$ cat src/rtl/stream_acc_pkg.sv
// rtl/stream_acc_pkg.sv - shared types and helpers for the stream accumulator
package stream_acc_pkg;

  localparam int DATA_W = 32;

  typedef enum logic {
    IDLE  = 1'b0,
    ACCUM = 1'b1
  } acc_state_t;

  // Increment that sticks at max instead of wrapping.
  function automatic logic [31:0] sat_inc(input logic [31:0] v, input logic [31:0] max);
    sat_inc = (v >= max) ? max : v + 32'd1;
  endfunction

endpackage

$ cat src/rtl/carry_skip_32bit_adder.sv
// rtl/carry_skip_32bit_adder.sv - 32-bit carry-skip adder, 4-bit ripple blocks
module carry_skip_32bit_adder (
  input  logic [31:0] a,
  input  logic [31:0] b,
  input  logic        cin,
  output logic [31:0] sum,
  output logic        cout
);

  always_comb begin : add_blk
    logic w_c;
    logic w_rc;
    logic w_bp;
    logic w_p;
    sum  = '0;
    w_c  = cin;
    w_rc = 1'b0;
    w_bp = 1'b0;
    w_p  = 1'b0;
    for (int g = 0; g < 8; g++) begin
      w_rc = w_c;
      w_bp = 1'b1;
      for (int k = 0; k < 4; k++) begin
        w_p             = a[g*4+k] ^ b[g*4+k];
        sum[g*4+k]      = w_p ^ w_rc;
        w_rc            = (a[g*4+k] & b[g*4+k]) | (w_p & w_rc);
        w_bp            = w_bp & w_p;
      end
      // A fully propagating block passes its carry-in straight through.
      w_c = w_bp ? w_c : w_rc;
    end
    cout = w_c;
  end

endmodule

$ cat src/rtl/stream_accumulator_32.sv
// rtl/stream_accumulator_32.sv - per-packet add/sub accumulator with one-entry result register
module stream_accumulator_32
  import stream_acc_pkg::*;
#(
  parameter int CNT_W = 8
) (
  input  logic              clk,
  input  logic              rst_n,
  input  logic              in_valid,
  output logic              in_ready,
  input  logic [DATA_W-1:0] in_data,
  input  logic              in_sub,
  input  logic              in_last,
  output logic              out_valid,
  input  logic              out_ready,
  output logic [DATA_W-1:0] out_sum,
  output logic [CNT_W-1:0]  out_count,
  output logic              out_ovf
);

  acc_state_t        r_state;
  logic [DATA_W-1:0] r_acc;
  logic [CNT_W-1:0]  r_cnt;
  logic              r_ovf_acc;
  logic              r_out_valid;
  logic [DATA_W-1:0] r_out_sum;
  logic [CNT_W-1:0]  r_out_count;
  logic              r_out_ovf;

  logic              w_accept;
  logic [DATA_W-1:0] w_a;
  logic [DATA_W-1:0] w_b;
  logic [DATA_W-1:0] w_sum;
  logic              w_cout;
  logic              w_flag;
  logic [CNT_W-1:0]  w_cnt_nxt;

  assign in_ready = !r_out_valid || out_ready;
  assign w_accept = in_valid && in_ready;

  assign w_a    = (r_state == IDLE) ? '0 : r_acc;
  assign w_b    = in_sub ? ~in_data : in_data;
  // Subtraction is a + ~b + 1, so a missing carry-out means a borrow.
  assign w_flag = in_sub ? !w_cout : w_cout;
  assign w_cnt_nxt = CNT_W'(sat_inc(32'(r_cnt), 32'({CNT_W{1'b1}})));

  carry_skip_32bit_adder u_add (
    .a    (w_a),
    .b    (w_b),
    .cin  (in_sub),
    .sum  (w_sum),
    .cout (w_cout)
  );

  always_ff @(posedge clk or negedge rst_n) begin
    if (!rst_n) begin
      r_state     <= IDLE;
      r_acc       <= '0;
      r_cnt       <= '0;
      r_ovf_acc   <= 1'b0;
      r_out_valid <= 1'b0;
      r_out_sum   <= '0;
      r_out_count <= '0;
      r_out_ovf   <= 1'b0;
    end else begin
      if (r_out_valid && out_ready) begin
        r_out_valid <= 1'b0;
      end
      if (w_accept) begin
        if (in_last) begin
          r_out_sum   <= w_sum;
          r_out_count <= w_cnt_nxt;
          r_out_ovf   <= r_ovf_acc | w_flag;
          r_out_valid <= 1'b1;
          r_acc       <= '0;
          r_cnt       <= '0;
          r_ovf_acc   <= 1'b0;
          r_state     <= IDLE;
        end else begin
          r_acc       <= w_sum;
          r_cnt       <= w_cnt_nxt;
          r_ovf_acc   <= r_ovf_acc | w_flag;
          r_state     <= ACCUM;
        end
      end
    end
  end

  assign out_valid = r_out_valid;
  assign out_sum   = r_out_sum;
  assign out_count = r_out_count;
  assign out_ovf   = r_out_ovf;

endmodule

$ cat config.mk
export PLATFORM = sky130hd
export DESIGN_NAME = stream_accumulator_32
export DESIGN_NICKNAME = d
export VERILOG_FILES = /design/src/rtl/stream_acc_pkg.sv /design/src/rtl/carry_skip_32bit_adder.sv /design/src/rtl/stream_accumulator_32.sv
export SDC_FILE = /design/constraint.sdc
export NUM_CORES = 1
export LEC_CHECK = 0
export BUFFER_PORTS_ARGS = -buffer_cell sky130_fd_sc_hd__buf_2
export CAP_MARGIN = 20
export CELL_PAD_IN_SITES_DETAIL_PLACEMENT = 1
export CELL_PAD_IN_SITES_GLOBAL_PLACEMENT = 2
export CORE_MARGIN = 3
export CORE_UTILIZATION = 39
export CTS_CLUSTER_SIZE = 10
export DETAILED_ROUTE_END_ITERATION = 6
export GPL_ROUTABILITY_DRIVEN = 1
export PLACE_DENSITY = 0.92
export SLEW_MARGIN = 20
export SYNTH_ARGS = -nofsm -noshare
export SYNTH_HDL_FRONTEND = slang
export SYNTH_SLANG_ARGS = --single-unit
$ cat constraint.sdc
create_clock -name clk -period 40.3 [get_ports clk]
set_input_delay 2.015 -clock clk [delete_from_list [all_inputs] [get_ports clk]]
set_output_delay 2.015 -clock clk [all_outputs]
set_load 0.05 [all_outputs]
==> impl_metrics.csv <==
group,metric,value,unit
status,outcome,"complete, no violations",
yosys,syn_inst,550,
critical_path,cp_slowest_cell,"buf_4",
global_route,grt_start_max_net_pins,56,
yosys,synth-async-reset-ratio,100.0,%
route,drt-total-wl,13.46,mm
global_route,grt_pass1_wl,22.62,mm
timing,hold_viol_final,0,
yosys,ys_ff_latch,84,
critical_path,path_max_fanout,38,
yosys,synth_area,5426,um^2
power_and_ir_drop,p_leak,3.159,nW
timing,worst-slew-pin-transition,979.8,ps
timing,fmax,0.05580,GHz
placed_design,post-place-ws,22010,ps
die,die-area,15360,um^2
clocking,clk_latency,350,ps
placed_design,io_buffers,80,
route,drcViolationCount,0,
placed_design,gp_congestion,0.8364,
placed_design,dp_hpwl,9.188,mm
route,vias,4030,
die,num_io_pins,81,
min_path,min_from,"r_acc[10]$_DFFE_PN0P_",
clocking,cts-root-buf,"clkbuf_16",
power_and_ir_drop,pwr_density_cell,64.88,nW/um^2
route,drtIter0Drc,151,
route,dr_wl_met3,536,um
route,dr.pass1.iters,4,
route,routedWlPerCell,16.89,um
yosys,ys.flop_type,"dfrtp_1",
route,wl_met1,6.130,mm
final_layout,drive_above_1_share,19.32,%
route,vias_per_cell,5.056,
final_layout,nFillCells,1557,
critical_path,r2r_end,"r_ovf_acc$_DFFE_PN0P_",
global_route,grt_pass1_vias,4463,
critical_path,cpLargestDelayFamily,"adder cells",
timing,rsz0062_at_grt,"false",
timing,fin_tns_setup,0,ps
final_layout,fin_area,6260,um^2
critical_path,crit_buf_inv,5,
die,die_h,124.0,um
critical_path,cpPeakStageDelay,470,ps
clocking,h-tree-depth,3,
timing,fin_crit,17920,ps
job,maxCapViolCount,0,
final_layout,diodes,0,
critical_path,reg2reg_depth,53,
critical_path,reg2reg_setup_slack,23710,ps
yosys,synth_enable_flop_cells,0,
final_layout,finalNetCount,717,
global_route,grt-ovfl-total,0,
global_route,grt_usage,19.04,%
critical_path,reg2reg_from,"r_state$_DFFE_PN0P_",
yosys,synth_area_per_cell,9.866,um^2
route,top_layer,"met4",
clocking,post-cts-setup-buffer-count,0,
route,dr_wl_met2,6.513,mm
timing,fin_skew,9.042,ps
critical_path,critPathKind,"input pin to register",
critical_path,cp-end-kind,"register",
yosys,yosys_warnings,0,
clocking,cts.sinks,84,
route,ant_nets,0,
clocking,clk_pin_slew_worst_paths,70,ps
die,die_w,124.0,um
clocking,cts_buffers,9,
timing,fin_crit_sh,44.47,%
die,core_area,13400,um^2
power_and_ir_drop,vdd.ir_drop.worst,0.03521,mV
min_path,holdPathEnd,"r_acc[10]$_DFFE_PN0P_",
min_path,hold_class,"register to register",
clocking,clock_path_buffers,2,
critical_path,cp_common_cell,"fa_1",
critical_path,path_depth,55,
yosys,yosysSeqAreaShare,38.74,%
critical_path,startpoint_type,"input pin",
min_path,hold_depth,2,
yosys,syn-num-nets,651,
placed_design,post_dp_cell_area,5918,um^2
timing,fin_ws,22380,ps
clocking,hold_buffers,0,
final_layout,syn2layout_area_growth,15.36,%
global_route,antenna_found_initial,0,
clocking,cts_resized,0,
timing,finalSetupViolations,0,
yosys,post_synth_num_cell_types,54,
timing,finalMaxSlewViolations,0,
timing,slew_headroom,34.68,%
critical_path,cp.arrival,18100,ps
die,initial_core_util,40.49,%
clocking,cts_tree,"built",
die,fp-row-count,42,
critical_path,critPathRequiredTime,40480,ps
cells by family after synthesis:
family / Yosys count / synth area share (%)
AOI/OAI and AO/OA: 60 / 7.909
adders and majority gates: 63 / 18.81
DFF: 84 / 38.74
xor gates and xnor gates: 35 / 5.649
muxes: 6 / 1.153
and+or+nand+nor: 263 / 24.05
buffers and inverters: 39 / 3.689
how the worst max path moves through the flow:
stage                       from               endpoint  slack [ps]
final                     in_sub  r_ovf_acc$_DFFE_PN0P_       22380
after detailed placement  in_sub  r_ovf_acc$_DFFE_PN0P_       22010
after floorplan           in_sub    out_ovf$_DFFE_PN0P_       23350
after global routing      in_sub    out_ovf$_DFFE_PN0P_       21580
after CTS                 in_sub  r_ovf_acc$_DFFE_PN0P_       22290
after global placement    in_sub    out_ovf$_DFFE_PN0P_       22650
metrics by stage:
step           hold slack, ps  power, mW  util [%]  instances
2_1_floorplan           430.4     0.2620         -        550
3_3_place_gp            443.0     0.3048     44.16        781
3_5_place_dp            449.1     0.3105     44.16        781
4_1_cts                 462.8     0.4107     46.71        797
5_1_grt                 480.2     0.4328     46.71        797
6_report                461.5     0.4061     46.71        797
cell usage in the layout, fill, tap and decap left out, types with 2 or more instances in the layout:
cell / count
fa_1: 31
and3_2: 2
xnor2_1: 4
nand2b_1: 2
and2_1: 33
bufinv_16: 3
o21ai_1: 9
and3_1: 2
nand4_1: 2
inv_1: 10
nand3b_1: 29
a31oi_1: 9
a21oi_1: 14
a21o_2: 2
and4_1: 2
buf_2: 79
nand3_1: 4
ha_1: 32
nand2_1: 162
o21ai_2: 2
o31ai_1: 8
buf_4: 5
nand4_2: 3
xor2_1: 31
clkbuf_16: 9
clkinvlp_4: 3
mux2i_1: 4
a41oi_1: 2
dfrtp_1: 84
nor3_1: 2
a31o_1: 3
nor2_1: 11
report_power, final:
group | internal, mW | total, mW | switching [mW]
Clock | 0.0606 | 0.0968 | 0.0362
Sequential | 0.111 | 0.126 | 0.0147
Combinational | 0.0565 | 0.184 | 0.127
Total | 0.228 | 0.406 | 0.178
layout make-up:
| cell class | count | area (um^2) | share of cell area, % |
|---|---|---|---|
| clock buffer | 10 | 229.0 | 3.658 |
| clock inverter | 6 | 112.6 | 1.799 |
| inverter | 10 | 37.54 | 0.5996 |
| multi-input combinational | 427 | 3126 | 49.93 |
| sequential | 84 | 2102 | 33.58 |
| tap | 176 | 220.2 | 3.518 |
| timing repair buffer | 84 | 432.9 | 6.916 |
Yosys cell counts, types with 9 or more instances:
cell,count,share of area (%)
fa_1,31,11
nand2_1,162,11
inv_1,10,0.69
nor2_1,11,0.76
a31oi_1,9,1.0
and2_1,33,3.8
o21ai_1,9,0.83
dfrtp_1,84,39
ha_1,32,7.4
xor2_1,31,5.0
a21oi_1,14,1.3
clkbuf_1,21,1.5
nand3b_1,29,4.0
sequential cells by signal (all words and copies together) (netlist names):
name,cells
r_acc,32
out_ovf,1
r_cnt,8
r_state,1
out_count,8
out_sum,32
r_ovf_acc,1
out_valid,1
routing by layer:
metal / vias to the layer above / track usage, %
li1: 1929 / -
met1: 2008 / 24.86
met2: 71 / 31.73
met3: 22 / 3.361
met4: 0 / 7.118
met5: - / 0
worst register-to-register path, delay by kind of cell, from the launching register on:
| kind | cells | cell delay, ps |
|---|---|---|
| multiplexers | 2 | 640 |
| buffers and inverters | 3 | 240 |
| AO/OA/AOI/OAI | 11 | 1570 |
| AND/OR/NAND/NOR | 6 | 1110 |
| flip-flops | 1 | 760 |
| adder cells (fa/ha/maj) | 31 | 12070 |
Power figures use the tool's default switching activity.
